===== src/rtl/sys_bus_pkg.sv =====
// Shared definitions for the register-domain slave demultiplexer:
// bus widths, the error read-data pattern and the transaction state encoding.
package sys_bus_pkg;

   localparam int AW = 32;
   localparam int DW = 32;

   localparam logic [DW-1:0] SYS_BUS_ERR_DATA = 32'hDEADBEEF;

   typedef enum logic [1:0] {
      ST_IDLE = 2'd0,
      ST_STRB = 2'd1,
      ST_WAIT = 2'd2,
      ST_RESP = 2'd3
   } bus_state_e;

endpackage


===== src/rtl/sys_bus_wdog.sv =====
// Slave-response watchdog: counts cycles spent waiting for a slave ack and
// flags expiry once TMO-1 unanswered cycles have been counted.
module sys_bus_wdog #(
   parameter int TMO = 256
) (
   input  logic clk_i,
   input  logic rstn_i,
   input  logic clr_i,
   input  logic inc_i,
   output logic expire_o
);
   localparam int CW = (TMO > 1) ? $clog2(TMO) : 1;

   logic [CW-1:0] r_cnt;

   // wait-cycle counter; clear dominates increment
   always_ff @(posedge clk_i) begin
      if (!rstn_i) begin
         r_cnt <= '0;
      end else if (clr_i) begin
         r_cnt <= '0;
      end else if (inc_i) begin
         r_cnt <= r_cnt + {{(CW-1){1'b0}}, 1'b1};
      end else begin
         r_cnt <= r_cnt;
      end
   end

   assign expire_o = (r_cnt == CW'(TMO - 1));

endmodule


===== src/rtl/sys_bus_slave_demux.sv =====
// Register-domain address decoder: one request in flight, strobed to the slave
// selected by address bits, answered by exactly one s_ack_o pulse.
module sys_bus_slave_demux
   import sys_bus_pkg::*;
#(
   parameter int SN  = 8,
   parameter int SW  = 20,
   parameter int TMO = 256
) (
   input  logic             clk_i,
   input  logic             rstn_i,
   input  logic [AW-1:0]    s_addr_i,
   input  logic [DW-1:0]    s_wdata_i,
   input  logic             s_wen_i,
   input  logic             s_ren_i,
   output logic [DW-1:0]    s_rdata_o,
   output logic             s_ack_o,
   output logic             s_err_o,
   output logic [AW-1:0]    m_addr_o,
   output logic [DW-1:0]    m_wdata_o,
   output logic [SN-1:0]    m_wen_o,
   output logic [SN-1:0]    m_ren_o,
   input  logic [SN*DW-1:0] m_rdata_i,
   input  logic [SN-1:0]    m_ack_i,
   input  logic [SN-1:0]    m_err_i,
   output logic             drop_o
);
   localparam int IW = $clog2(SN);

   bus_state_e    r_state;
   bus_state_e    w_state_nxt;
   logic [IW-1:0] r_idx;
   logic          r_is_wr;
   logic [AW-1:0] r_m_addr;
   logic [DW-1:0] r_m_wdata;
   logic [SN-1:0] r_m_wen;
   logic [SN-1:0] r_m_ren;
   logic          r_s_ack;
   logic          r_s_err;
   logic [DW-1:0] r_s_rdata;
   logic          r_drop;

   logic          w_req;
   logic          w_accept;
   logic [IW-1:0] w_req_idx;
   logic          w_req_bad;
   logic [SN-1:0] w_onehot;
   logic          w_sel_ack;
   logic          w_sel_err;
   logic [DW-1:0] w_sel_rdata;
   logic          w_wdog_clr;
   logic          w_wdog_inc;
   logic          w_wdog_exp;
   logic          w_load_resp;
   logic          w_resp_err;
   logic [DW-1:0] w_resp_data;

   assign w_req       = s_wen_i | s_ren_i;
   assign w_accept    = (r_state == ST_IDLE) & w_req;
   assign w_req_idx   = s_addr_i[SW +: IW];
   assign w_req_bad   = (int'(w_req_idx) >= SN);
   assign w_onehot    = {{(SN-1){1'b0}}, 1'b1} << w_req_idx;
   assign w_sel_ack   = m_ack_i[r_idx];
   assign w_sel_err   = m_err_i[r_idx];
   assign w_sel_rdata = m_rdata_i[DW*r_idx +: DW];

   sys_bus_wdog #(.TMO(TMO)) u_wdog (
      .clk_i    (clk_i),
      .rstn_i   (rstn_i),
      .clr_i    (w_wdog_clr),
      .inc_i    (w_wdog_inc),
      .expire_o (w_wdog_exp)
   );

   // state register
   always_ff @(posedge clk_i) begin
      if (!rstn_i) begin
         r_state <= ST_IDLE;
      end else begin
         r_state <= w_state_nxt;
      end
   end

   // next state and response selection; a same-cycle ack beats the watchdog
   always_comb begin
      w_state_nxt = r_state;
      w_load_resp = 1'b0;
      w_resp_err  = 1'b0;
      w_resp_data = '0;
      w_wdog_clr  = 1'b0;
      w_wdog_inc  = 1'b0;
      case (r_state)
         ST_IDLE: begin
            w_wdog_clr = 1'b1;
            if (w_req && w_req_bad) begin
               w_state_nxt = ST_RESP;
               w_load_resp = 1'b1;
               w_resp_err  = 1'b1;
               w_resp_data = SYS_BUS_ERR_DATA;
            end else if (w_req) begin
               w_state_nxt = ST_STRB;
            end else begin
               w_state_nxt = ST_IDLE;
            end
         end
         ST_STRB, ST_WAIT: begin
            if (w_sel_ack) begin
               w_state_nxt = ST_RESP;
               w_load_resp = 1'b1;
               w_resp_err  = w_sel_err;
               w_resp_data = r_is_wr ? '0 : w_sel_rdata;
            end else if (w_wdog_exp) begin
               w_state_nxt = ST_RESP;
               w_load_resp = 1'b1;
               w_resp_err  = 1'b1;
               w_resp_data = SYS_BUS_ERR_DATA;
            end else begin
               w_state_nxt = ST_WAIT;
               w_wdog_inc  = 1'b1;
            end
         end
         ST_RESP: begin
            w_state_nxt = ST_IDLE;
         end
         default: begin
            w_state_nxt = ST_IDLE;
         end
      endcase
   end

   // request capture, one-cycle strobes, response and sticky drop registers
   always_ff @(posedge clk_i) begin
      if (!rstn_i) begin
         r_idx     <= '0;
         r_is_wr   <= 1'b0;
         r_m_addr  <= '0;
         r_m_wdata <= '0;
         r_m_wen   <= '0;
         r_m_ren   <= '0;
         r_s_ack   <= 1'b0;
         r_s_err   <= 1'b0;
         r_s_rdata <= '0;
         r_drop    <= 1'b0;
      end else begin
         r_m_wen   <= '0;
         r_m_ren   <= '0;
         r_s_ack   <= w_load_resp;
         r_s_err   <= w_load_resp & w_resp_err;
         r_s_rdata <= w_load_resp ? w_resp_data : '0;
         if (w_accept) begin
            r_idx     <= w_req_idx;
            r_is_wr   <= s_wen_i;
            r_m_addr  <= s_addr_i;
            r_m_wdata <= s_wdata_i;
            if (!w_req_bad && s_wen_i) begin
               r_m_wen <= w_onehot;
            end else if (!w_req_bad) begin
               r_m_ren <= w_onehot;
            end
         end
         if ((r_state != ST_IDLE) && w_req) begin
            r_drop <= 1'b1;
         end
      end
   end

   assign s_rdata_o = r_s_rdata;
   assign s_ack_o   = r_s_ack;
   assign s_err_o   = r_s_err;
   assign m_addr_o  = r_m_addr;
   assign m_wdata_o = r_m_wdata;
   assign m_wen_o   = r_m_wen;
   assign m_ren_o   = r_m_ren;
   assign drop_o    = r_drop;

endmodule


===== config.mk =====
export PLATFORM = sky130hd
export DESIGN_NAME = sys_bus_slave_demux
export DESIGN_NICKNAME = d
export VERILOG_FILES = /design/src/rtl/sys_bus_pkg.sv /design/src/rtl/sys_bus_wdog.sv /design/src/rtl/sys_bus_slave_demux.sv
export SDC_FILE = /design/constraint.sdc
export NUM_CORES = 1
export LEC_CHECK = 0
export BUFFER_PORTS_ARGS = -buffer_cell sky130_fd_sc_hd__buf_2
export CAP_MARGIN = 40
export CELL_PAD_IN_SITES_DETAIL_PLACEMENT = 1
export CELL_PAD_IN_SITES_GLOBAL_PLACEMENT = 1
export CORE_AREA = 2 2 178 180
export DETAILED_ROUTE_END_ITERATION = 6
export DIE_AREA = 0 0 180 182
export GPL_TIMING_DRIVEN = 1
export MAX_ROUTING_LAYER = met4
export PLACE_DENSITY_LB_ADDON = 0.08
export SETUP_SLACK_MARGIN = 0.4
export SYNTH_ARGS = -nofsm -noshare
export SYNTH_HDL_FRONTEND = slang
export SYNTH_SLANG_ARGS = --single-unit
export TNS_END_PERCENT = 1

===== constraint.sdc =====
create_clock -name clk_i -period 1.6 [get_ports clk_i]
set_input_delay 0.4 -clock clk_i [delete_from_list [all_inputs] [get_ports clk_i]]
set_output_delay 0.4 -clock clk_i [all_outputs]
set_load 0.02 [all_outputs]

==> results.json <==
{
  "yosys_warnings": 0,
  "avgSynthCellArea_um2": 10.6,
  "fillCellCount": 3598,
  "synth_top_area_cell": "dfxtp_1",
  "clkPwrFrac_pct": 26.1,
  "post-dp-hpwl_mm": 24.2,
  "drt-pass1-iter-count": 4,
  "die_h_um": 182,
  "final.min_clock_period_ns": 1.75,
  "yosysSeqAreaShare_pct": 40.3,
  "fin_ws_ns": -0.146,
  "track_usage_pct": 19.2,
  "vdd_drop_max_mv": 0.552,
  "worstPathArrival_ns": 2.05,
  "htree_levels": 4,
  "vias": 6664,
  "clock_path_buffers": 2,
  "syn_inst": 592,
  "status": "complete, but fails checks",
  "setup-tns-final_ns": -3.60,
  "ys_seq_elements": 126,
  "setup_viol": 43,
  "routed_wl_mm": 31.0,
  "max_freq_mhz": 573,
  "pin_count": 455,
  "crit_path_end_kind": "flip-flop",
  "swShare_pct": 36.7,
  "grt_pass1_vias": 7327,
  "cap_violations": 0,
  "skew_ns": 0.0155,
  "syn2layout_area_growth_pct": 79.9,
  "violations": "negative setup slack",
  "synth_edf_count": 0,
  "critPathRequiredTime_ns": 1.91,
  "fin_nets": 1413,
  "crit_path_start_kind": "flip-flop",
  "yosysMostFrequentCell": "nand2_1",
  "layout-drive-gt1-share_pct": 73.0,
  "holdWs_ns": 0.214,
  "synthTopCellsByCount": "nand2_1, dfxtp_1, mux4_2",
  "ys.flop_type": "dfxtp_1",
  "hold_class": "in -> reg",
  "power_frac_comb_pct": 47.0,
  "rows": 65,
  "synth_area_leaders": "dfxtp_1, mux4_2, nand2_1, a21boi_0, mux2i_1",
  "synth_area_um2": 6250,
  "p_sw_w": 0.00589,
  "drtIter0Drc": 177,
  "power_w": 0.0161,
  "yosysUniqueCellTypes": 39,
  "overflow": 0,
  "place.gp.congestion": 0.812,
  "critical_path_class": "reg -> reg",
  "avgRoutedWirePerCell_um": 20.6,
  "critical_path_peak_fanout": 6,
  "dieArea_um2": 32800,
  "multi_input_area_um2": 3860,
  "syn_nets": 935,
  "fin_crit_sh_pct": 109,
  "drc": 0,
  "ff_latch_area_um2": 2630,
  "cts_made_buffers": 17,
  "clock-sinks": 126,
  "cts_tree": "done",
  "p_per_area_nw_per_um2": 1430,
  "hold_viol": 0,
  "slew_violations": 0,
  "clockRootBuffer": "clkbuf_16",
  "p_int_w": 0.0102,
  "max_slew_margin_pct": 71.5,
  "start_util_pct": 20.2,
  "clkSlewWorstSetupHoldPaths_ns": 0.07,
  "synth_top_area_share_pct": 40.3,
  "drt-vias-per-instance": 4.44,
  "grt_start_max_net_pins": 41,
  "antenna_found_initial": 17,
  "tightest_slew_ns": 0.427,
  "seq_power_share_pct": 26.9,
  "die_x_um": 180,
  "fp.coreArea_um2": 31000,
  "worstSkewPairLatency_ns": 0.42,
  "portBuffers": 454,
  "grt_setup_unrepaired": "yes",
  "leakage_nw": 4.87,
  "grt_pass1_wl_mm": 45.8,
  "postRouteAntennaNets": 0,
  "async_reset_ff_share_pct": 0
}
[area by class of cell]
cell class | count | share of cell area, %
repair buffers | 507 | 31.9
inverters | 3 | 0.100
multi-input cells | 415 | 34.3
flip-flops and latches | 126 | 23.4
clock buffers | 18 | 3.82
well taps | 402 | 4.47
clock inverters | 14 | 1.60
diodes | 17 | 0.378
[cell usage in the layout (no fill, tap or decap), types with 3 or more instances in the layout]
master,n
nor2b_1,3
inv_6,5
nand3_1,3
a21oi_1,3
mux2i_1,36
nand4_1,3
nand2_2,57
and2_1,3
nand2_4,4
buf_2,339
nor2_1,24
bufinv_16,3
buf_6,111
nand2b_1,4
buf_12,12
nand2_1,77
dfxtp_1,44
dfxtp_4,3
a21boi_2,21
a21boi_1,42
clkbuf_16,17
buf_4,40
buf_8,3
mux4_2,66
diode_2,17
dfxtp_2,79
o21ai_1,25
[cell families after synthesis]
logic type      after synthesis  share of synthesized area [%]
flops                       126                           40.3
xor+xnor                      2                          0.280
fa+ha+maj                     3                          0.600
buf+inv                      52                           3.86
compound gates              106                           11.4
simple gates                198                           13.4
mux                         105                           30.0
[critical path, cell delays in order, from the launching register on]
cell	delay, ns
dfxtp_4	0.43
buf_12	0.13
mux2i_2	0.22
a22oi_2	0.13
and2_4	0.20
or3b_4	0.39
mux2i_1	0.12
[final timing paths]
check	startpoint	cells after the start	slack (ns)	end
setup / recovery	r_idx[0]	6	-0.15	u_wdog.r_cnt[1]
setup reg to reg	r_idx[0]	6	-0.15	u_wdog.r_cnt[1]
hold / removal	s_addr_i[7]	3	0.21	m_addr_o[7]
hold reg to reg	m_wdata_o[16]	2	0.46	m_wdata_o[16]
[per-stage QoR]
| stage | instances | cell area, um2 | utilization [%] | worst slack [ns] |
|---|---|---|---|---|
| 2_1_floorplan | 592 | 6320 | - | -0.00393 |
| 3_3_place_gp | 1445 | 9280 | 29.9 | -0.194 |
| 3_5_place_dp | 1445 | 9280 | 29.9 | -0.232 |
| 4_1_cts | 1485 | 11100 | 35.7 | -0.175 |
| 5_1_grt | 1502 | 11200 | 36.3 | -0.218 |
| 6_report | 1502 | 11200 | 36.3 | -0.146 |
[sequential cells by signal, indices dropped and copies added, names as in the netlist]
register / count
drop_o: 1
m_addr_o: 30
m_ren_o: 8
m_wdata_o: 32
m_wen_o: 8
r_idx: 2
r_is_wr: 1
r_state: 2
s_ack_o: 1
s_err_o: 1
s_rdata_o: 32
u_wdog.r_cnt: 8
[power by group through the flow]
stage	clock network, W	registers (W)	logic [W]
CTS	0.00436	0.00433	0.00755
global placement	0	0.00416	0.00617
detailed placement	0	0.00417	0.00616
global route	0.00450	0.00440	0.00817
finish	0.00419	0.00432	0.00754
floorplan	0	0.00481	0.00305
[per-layer routing]
metal | global-route usage [%] | routed length [um]
met1 | 20.3 | 11500
met2 | 31.3 | 15900
met3 | 7.38 | 2760
met4 | 9.85 | 824
met5 | - | 0
[repair_timing]
item / CTS / global route
pin swaps: 136 / 73
resized for setup: 484 / 37
cloned: 2 / 0
hold buffers: 0 / 0
endpoints found under the setup margin: 239 / 238
endpoints found under the hold margin: 0 / 0
setup buffers: 6 / 0
(Power assumes the default switching activity.)
